`src/rtl/core_lsu.sv`:
```
// Memory/writeback stage: forwards ALU results to the GPR write port and runs
// loads/stores as a pipelined Wishbone B4 master with one outstanding access.
module core_lsu #(
    parameter int ACK_TIMEOUT = 255
) (
    input  logic        clk,
    input  logic        rst,
    input  logic        ex_valid,
    output logic        ex_ready,
    input  logic [1:0]  ex_op,
    input  logic [1:0]  ex_size,
    input  logic        ex_signed,
    input  logic [3:0]  ex_wb_addr,
    input  logic [31:0] ex_result,
    input  logic [31:0] ex_store_data,
    input  logic        flush,
    output logic        wb_en,
    output logic [3:0]  wb_addr,
    output logic [31:0] wb_data,
    output logic        mem_err,
    output logic        dbus_cyc,
    output logic        dbus_stb,
    output logic        dbus_we,
    output logic [31:0] dbus_adr,
    output logic [3:0]  dbus_sel,
    output logic [31:0] dbus_dat_o,
    input  logic [31:0] dbus_dat_i,
    input  logic        dbus_ack,
    input  logic        dbus_err,
    input  logic        dbus_stall
);
    localparam logic [1:0] S_IDLE = 2'd0;
    localparam logic [1:0] S_REQ  = 2'd1;
    localparam logic [1:0] S_WAIT = 2'd2;
    localparam logic [7:0] TO_LAST = 8'(ACK_TIMEOUT - 1);

    logic [1:0]  state_q, state_d;
    logic [31:0] adr_q, adr_d;
    logic [1:0]  size_q, size_d;
    logic        sgn_q, sgn_d;
    logic        we_q, we_d;
    logic [3:0]  waddr_q, waddr_d;
    logic [31:0] sdata_q, sdata_d;
    logic [7:0]  cnt_q, cnt_d;
    logic        wb_en_q, wb_en_d;
    logic [3:0]  wb_addr_q, wb_addr_d;
    logic [31:0] wb_data_q, wb_data_d;
    logic        err_q, err_d;

    logic        accept, misal, fin, to_hit;
    logic [31:0] lane_sh, ld_data;

    assign ex_ready = rst && (state_q == S_IDLE);
    assign accept   = ex_valid && ex_ready && !flush;
    assign misal    = ((ex_size == 2'd1) && ex_result[0]) || (ex_size[1] && (ex_result[1:0] != 2'b00));
    // ack/err while stb is being taken counts as completion in the same cycle
    assign fin      = (state_q == S_WAIT) || ((state_q == S_REQ) && !dbus_stall);
    assign to_hit   = (ACK_TIMEOUT != 0) && (cnt_q == TO_LAST);

    assign lane_sh = dbus_dat_i >> {adr_q[1:0], 3'b000};
    always_comb begin
        case (size_q)
            2'd0:    ld_data = {{24{sgn_q & lane_sh[7]}}, lane_sh[7:0]};
            2'd1:    ld_data = {{16{sgn_q & lane_sh[15]}}, lane_sh[15:0]};
            default: ld_data = dbus_dat_i;
        endcase
    end

    assign dbus_cyc = (state_q != S_IDLE);
    assign dbus_stb = (state_q == S_REQ);
    assign dbus_we  = dbus_cyc && we_q;
    assign dbus_adr = dbus_cyc ? {adr_q[31:2], 2'b00} : 32'd0;

    always_comb begin
        dbus_sel   = 4'b0000;
        dbus_dat_o = 32'd0;
        if (dbus_cyc) begin
            case (size_q)
                2'd0: begin
                    dbus_sel   = 4'b0001 << adr_q[1:0];
                    dbus_dat_o = {4{sdata_q[7:0]}};
                end
                2'd1: begin
                    dbus_sel   = adr_q[1] ? 4'b1100 : 4'b0011;
                    dbus_dat_o = {2{sdata_q[15:0]}};
                end
                default: begin
                    dbus_sel   = 4'b1111;
                    dbus_dat_o = sdata_q;
                end
            endcase
        end
    end

    always_comb begin
        state_d   = state_q;
        adr_d     = adr_q;
        size_d    = size_q;
        sgn_d     = sgn_q;
        we_d      = we_q;
        waddr_d   = waddr_q;
        sdata_d   = sdata_q;
        cnt_d     = cnt_q;
        wb_en_d   = 1'b0;
        wb_addr_d = wb_addr_q;
        wb_data_d = wb_data_q;
        err_d     = 1'b0;
        case (state_q)
            S_IDLE: begin
                if (accept && ex_op == 2'd1) begin
                    wb_en_d   = 1'b1;
                    wb_addr_d = ex_wb_addr;
                    wb_data_d = ex_result;
                end else if (accept && ex_op[1]) begin
                    if (misal) begin
                        err_d = 1'b1;
                    end else begin
                        state_d = S_REQ;
                        adr_d   = ex_result;
                        size_d  = ex_size;
                        sgn_d   = ex_signed;
                        we_d    = ex_op[0];
                        waddr_d = ex_wb_addr;
                        sdata_d = ex_store_data;
                        cnt_d   = 8'd0;
                    end
                end
            end
            S_REQ, S_WAIT: begin
                if (fin && dbus_err) begin
                    err_d   = 1'b1;
                    state_d = S_IDLE;
                end else if (fin && dbus_ack) begin
                    state_d = S_IDLE;
                    if (!we_q) begin
                        wb_en_d   = 1'b1;
                        wb_addr_d = waddr_q;
                        wb_data_d = ld_data;
                    end
                end else if (state_q == S_WAIT && to_hit) begin
                    err_d   = 1'b1;
                    state_d = S_IDLE;
                end else if (state_q == S_WAIT) begin
                    cnt_d = cnt_q + 8'd1;
                end else if (!dbus_stall) begin
                    state_d = S_WAIT;
                    cnt_d   = 8'd0;
                end
            end
            default: state_d = S_IDLE;
        endcase
    end

    always_ff @(posedge clk) begin
        if (!rst) begin
            state_q   <= S_IDLE;
            adr_q     <= 32'd0;
            size_q    <= 2'd0;
            sgn_q     <= 1'b0;
            we_q      <= 1'b0;
            waddr_q   <= 4'd0;
            sdata_q   <= 32'd0;
            cnt_q     <= 8'd0;
            wb_en_q   <= 1'b0;
            wb_addr_q <= 4'd0;
            wb_data_q <= 32'd0;
            err_q     <= 1'b0;
        end else begin
            state_q   <= state_d;
            adr_q     <= adr_d;
            size_q    <= size_d;
            sgn_q     <= sgn_d;
            we_q      <= we_d;
            waddr_q   <= waddr_d;
            sdata_q   <= sdata_d;
            cnt_q     <= cnt_d;
            wb_en_q   <= wb_en_d;
            wb_addr_q <= wb_addr_d;
            wb_data_q <= wb_data_d;
            err_q     <= err_d;
        end
    end

    assign wb_en   = wb_en_q;
    assign wb_addr = wb_addr_q;
    assign wb_data = wb_data_q;
    assign mem_err = err_q;
endmodule

```
`config.mk`:
```
export PLATFORM = sky130hd
export DESIGN_NAME = core_lsu
export DESIGN_NICKNAME = d
export VERILOG_FILES = /design/src/rtl/core_lsu.sv
export SDC_FILE = /design/constraint.sdc
export NUM_CORES = 1
export LEC_CHECK = 0
export CAP_MARGIN = 10
export CORE_MARGIN = 2
export CORE_UTILIZATION = 45
export CTS_CLUSTER_SIZE = 16
export DETAILED_ROUTE_END_ITERATION = 16
export PLACE_DENSITY_LB_ADDON = 0.12
export SLEW_MARGIN = 40
export SYNTH_ARGS = -nofsm -noshare
export SYNTH_HDL_FRONTEND = slang
export SYNTH_SLANG_ARGS = --single-unit
```
`constraint.sdc`:
```
create_clock -name clk -period 3.85 [get_ports clk]
set_input_delay 0.385 -clock clk [delete_from_list [all_inputs] [get_ports clk]]
set_output_delay 0.385 -clock clk [all_outputs]
set_load 0.02 [all_outputs]
```
# After elaboration in Yosys (flattened, before gate mapping)
# Cells that the tools add are included.
dict set report totals {
  ff_bits 120
  latchBits 0
  mem_bits_rw 0
  mem_bits_ro 0
  inputBits 112
  output_inout_bits 110
  wordCells 110
  n_memories 0
}
dict set report classes {
  addsub 1
  multipliers 0
  div 0
  order_cmp 0
  n_eq_ne 18
  shift 2
  n_mux 47
  n_bitwise 4
  reduce_logical 26
}
# op count
set op_table {}
lappend op_table {{32-bit two-way mux} 6}
lappend op_table {{32-bit one-hot mux with 2 select lines} 3}
lappend op_table {{8-bit two-way mux} 8}
lappend op_table {{32-bit by 5-bit right shift with 16-bit output} 1}
lappend op_table {{4-bit two-way mux} 6}
lappend op_table {{2-bit two-way mux} 8}
lappend op_table {{4-bit one-hot mux with 2 select lines} 2}
lappend op_table {{8-bit one-hot mux with 2 select lines} 1}
lappend op_table {{2-bit != test, second input constant} 7}
lappend op_table {{1-bit logical AND} 12}
lappend op_table {{1-bit two-way mux} 10}
lappend op_table {{5-bit != test, second input constant} 2}
lappend op_table {{5-bit AND reduction} 2}
lappend op_table {{8-bit by 1-bit adder with 8-bit output, second input constant} 1}
lappend op_table {{2-bit by 1-bit equality test with 1-bit output, second input constant} 4}
lappend op_table {{8-bit equality test, second input constant} 1}
lappend op_table {{8-bit AND reduction} 1}
lappend op_table {{2-bit nonzero test} 3}
lappend op_table {{2-bit logical NOT} 2}
lappend op_table {{2-bit by 1-bit != test with 1-bit output, second input constant} 2}
lappend op_table {{1-bit one-hot mux with 2 select lines} 2}
lappend op_table {{2-bit one-hot mux with 2 select lines} 1}
lappend op_table {{4-bit AND reduction} 1}
lappend op_table {{1-bit by 2-bit left shift with 4-bit output, first input constant} 1}
lappend op_table {{7 further kinds} 11}

# Longest topological paths before layout
dict set report depth {
  word_depth 8
  depth_mapped 10
  depth_no_buf 7
}

# Worst setup path before layout
# No wires, ideal clock.
dict set report synth_timing {
  path_type {flip-flop to flip-flop}
  startpoint {register state_q[0]}
  endpoint {register wb_data_q[17], in the netlist wb_data[17]}
  setup_ps 117
  arrival_ps 2191
  t_required_ps 3733
  slack_ps 1542
  stages_incl_launch_ff 11
  path_buffers 3
  period_less_slack_ps 2308
  path_cell_list {dfxtp_1 > inv_1 > ha_1 > clkbuf_1 > clkinv_1 > a31o_1 > buf_6 > a31oi_4 > buf_6 > nand2_1 > a32o_1}
}
dict set report synth_via {
  elab_chain_cells 7
  elab_cells_between_ends 19
  cone_classes {eq/ne: 6; mux: 1; reduce/logical: 12}
}
# element line
set synth_lines {}
lappend synth_lines {{from (decl)} 37} ;# logic [1:0] state_q, state_d;
lappend synth_lines {{from (signal assigned)} 169} ;# state_q <= state_d;
lappend synth_lines {{2-bit logical NOT} {53, 108}}
lappend synth_lines {{1-bit logical AND} 53} ;# assign ex_ready = rst && (state_q == S_IDLE);
lappend synth_lines {{1-bit logical AND (2 in series)} 54} ;# assign accept = ex_valid && ex_ready && !flush;
lappend synth_lines {{1-bit logical AND} 110} ;# if (accept && ex_op == 2'd1) begin
lappend synth_lines {{2-bit by 1-bit != test with 1-bit output (no line)} --}
lappend synth_lines {{5-bit AND reduction (no line)} --}
lappend synth_lines {{to (signal assigned)} 179} ;# wb_data_q <= wb_data_d;
lappend synth_lines {{to (decl)} 47} ;# logic [31:0] wb_data_q, wb_data_d;
# Several ways; a longest one is shown, not always the timed one.
# A chain may end at the register's enable or synchronous reset.

# Final worst setup path
dict set report layout_timing {
  startpoint {register size_q[0]}
  endpoint {output port dbus_dat_o[15]}
}
dict set report layout_via {
  elab_chain_cells 3
  elab_cells_between_ends 4
  cone_classes {eq/ne: 1; mux: 2; reduce/logical: 1}
}
# element line
set layout_lines {}
lappend layout_lines {{from (decl)} 39} ;# logic [1:0] size_q, size_d;
lappend layout_lines {{from (signal assigned)} 171} ;# size_q <= size_d;
lappend layout_lines {{2-bit by 1-bit equality test with 1-bit output or 2-bit logical NOT (tied branches)} 78} ;# case (size_q)
lappend layout_lines {{32-bit one-hot mux with 2 select lines *} 78}
lappend layout_lines {{32-bit two-way mux *} 77} ;# if (dbus_cyc) begin
lappend layout_lines {{to (decl)} 26} ;# output logic [31:0] dbus_dat_o,
# Every way passes the cells marked *; elsewhere a longest branch is shown, timed or not.

==> impl_results.md <==
- Synth Flop Type: dfxtp_1
- Routed vias: roughly 6500
- FFs w/ async S/R, synth: 0%
- Place WS: approximately 0.99 ns
- Top cell by count, worst path: nand2_1
- Drt first-iter violations: between 400 and 500
- # DRC: 0
- CP Capture Type: primary output
- Main combinational cell family by area after synthesis: compound AO/OA/AOI/OAI gates
- Post-synthesis register bit count: 120
- Commonest non-fill, non-tap cell in the layout: nand2_1
- Mapped Area: 0.00634 mm2
- Num CTS Buffers: 17
- DP Wirelength: about 14000 um
- Final worst slack: 0.722 ns
- Status: complete, no violations
- Syn_area_per_cell: approximately 7.7 um2
- Mux contribution to synthesized area: between 5 and 6%
- Relative slew margins: between 40% and 50%
- DR WL/cell: ~17 um
- Worst-path clk slew: roughly 0.050 ns
- Synth area leader: dfxtp_1
- Max_cap viols: 0
- TritonCTS Sinks: between 100 and 150
- Post-synthesis xor/xnor area fraction: 0%
- Initial core utilization: a little under half
- IO Port Bufs: 219
- Die height: 123 um
- Number of flops mapped to enable cells by yosys: 0
- Final wirelength: around 20000 um
- Hold violation count in the final report: 0
- Slew Viols, Final: 0
- Largest net degree at the start of global routing: 73
- Clk_lat worst skew: 0.42 ns
- Die extent in x: 123 um
- Initial antenna violation count: 0
- Synthesis Warnings: 0
- Placed insts: roughly 1200
- Pwr/cell area: about 500 mW/mm2
- RSZ-0062 raised after global routing: no
- Most frequent cells in the layout: nand2_1 (240), clkdlybuf4s50_1 (218), dfxtp_1 (119), a21boi_0 (73), nor2b_1 (44)
- Cts repair resizes: 0
- Cts hold-fix bufs: 0
- Core ar.: 0.0138 mm2
- Final period util: about four fifths
- Buf/Inv on CP: 2
- Synth Area in Simple Gates: about a quarter
- Post-Syn Instances: 827
- Htree depth: 4
- Setup Skew: 0.00543 ns
- Peak VDD IR: roughly 430 uV
- Final net count: 1125
- Initial DRT Pass Iterations: 7
- Root buffer cell: clkbuf_16
- Die area: 0.0151 mm2
- DR vias/cell: between 5 and 6
- Max FO, Critical Path: 15
- Gr usage total: a little over a quarter
- Gpl congestion: about 0.90
- Final number of setup-violating endpoints: 0
- Complex-gate fraction of the synthesized area: between 20 and 30%
- DP Area: roughly 0.0086 mm2
- Final setup TNS: 0 ns
- Final ANT Viol Nets: 0
- Grt total ovfl: 0
- Final non-filler cell total: about 1200
- Critical-path top delay cell: dfxtp_1
- Seq/Total Area, Yosys: 37.9%
- FP Rows: 43
- Max clock buf depth: 2
- Finished Cell Area: about 0.0091 mm2
- Min Clock Period, post-route: 3.13 ns
- Synth area leaders: dfxtp_1 (38%), nand2_1 (14%), a21boi_0 (8.6%)
- Unique masters post-synth: 55
- Worst-margin pin slew: around 0.81 ns
- Synth-to-Final Area Change: 44.1%
- Ant. Diodes: 0
- Cell family with most CP delay: buffers and inverters
- Reg2reg setup slack: 0.94 ns
- CP Class: reg -> out
- CP startpoint kind: flip-flop
- CP cell instances: inv_1, nand2_1, nand2_1, a21oi_1, clkdlybuf4s50_1
- Worst Hold Class: reg -> reg
- Vias in the first global route: roughly 5900
- Synth Area in Adders: 1.38%
- Yosys top cell area share: between 30% and 40%
- TritonCTS clock tree: yes
- Max incr delay on CP: 0.77 ns
- Top Ports: around 220
- First-pass GRT wire length: between 30000 and 40000 um
- WP data required: ~3.5 ns
- FMAX: approximately 320 MHz
- Post-CTS Setup Bufs: 0
- Leakage power total: a little over 3 nW
- Share of layout cells above drive strength 1: under 10%
- Worst EP arrival: between 2 and 3 ns
==> tightest hold or removal path: stages (launching register included) <==
cell      delay, ns
dfxtp_1        0.30
nand2_1        0.04
a21boi_0       0.06
==> flip-flops by register name, indices dropped and copies added (netlist names) <==
name / flops
sdata_q: 32
we_q: 1
cnt_q: 8
waddr_q: 4
adr_q: 32
wb_en: 1
wb_addr: 4
size_q: 2
wb_data: 32
mem_err: 1
sgn_q: 1
state_q: 2
==> area by class of cell <==
cell class                 instances  area [um2]
clock buffer                      23         488
clock inverter                     8        95.1
fill                            1216        4690
inverter                           8        30.0
multi-input combinational        630        3630
sequential                       120        2400
tap                              180         225
timing repair buffer             229        2260
==> routing by layer <==
layer  global-route usage (%)  up-vias  part of all wire [%]
met3                     7.25       28                   7.5
met4                     9.34        0                   2.2
met2                     41.2      250                    45
met1                     36.8     3052                    45
li1                         -     3194                     -
met5                        0        -                     0
==> cell families (layout without fill, tap and decap cells) <==
kind of cell             after synthesis  count (layout)
adder cells (fa/ha/maj)                7               7
flip-flops                           120             120
other                                  1               2
buffers and inverters                 78             268
AO/OA/AOI/OAI                        228             228
multiplexers                          30              30
AND/OR/NAND/NOR                      363             363
==> final timing paths <==
path / cells past startpoint / to / from
hold / removal: 2 / adr_q[18] / adr_q[18]
hold reg to reg: 2 / adr_q[18] / adr_q[18]
setup reg to reg: 7 / wb_data[27] / state_q[0]
setup / recovery: 5 / dbus_dat_o[15] / size_q[0]
==> cells in the mapped netlist (2+ instances only) <==
master / n
o2bb2ai_1: 3
a21boi_0: 73
a2bb2oi_1: 8
nand2b_1: 4
inv_1: 7
mux2_2: 7
or2_2: 16
or4_1: 3
o211ai_1: 9
buf_4: 2
nor4_1: 2
a21oi_1: 37
nor2b_1: 44
nand4_1: 3
and2_1: 2
buf_1: 8
a22oi_1: 7
nor2_1: 36
a32o_1: 16
o21ai_0: 35
o21bai_1: 2
a41oi_1: 2
nand3_1: 6
clkbuf_1: 54
o311ai_0: 5
ha_1: 7
dfxtp_1: 120
mux2i_1: 22
o22ai_1: 15
buf_6: 3
o211a_1: 4
nand2_1: 240
buf_2: 3
==> per-stage QoR <==
| step | hold WS [ns] | total power [W] | util [%] |
|---|---|---|---|
| floorplan | 0.439 | 0.00239 | - |
| global placement | 0.447 | 0.00301 | 61.8 |
| detailed placement | 0.453 | 0.00302 | 61.9 |
| CTS | 0.455 | 0.00460 | 66.1 |
| global route | 0.473 | 0.00479 | 66.1 |
| finish | 0.457 | 0.00457 | 66.1 |
==> where the power goes <==
group          switching [W]  internal, W
Sequential         0.0000903      0.00139
Combinational       0.000896     0.000638
Clock               0.000553      0.00101
Total                0.00154      0.00304
(Power assumes the default switching activity.)
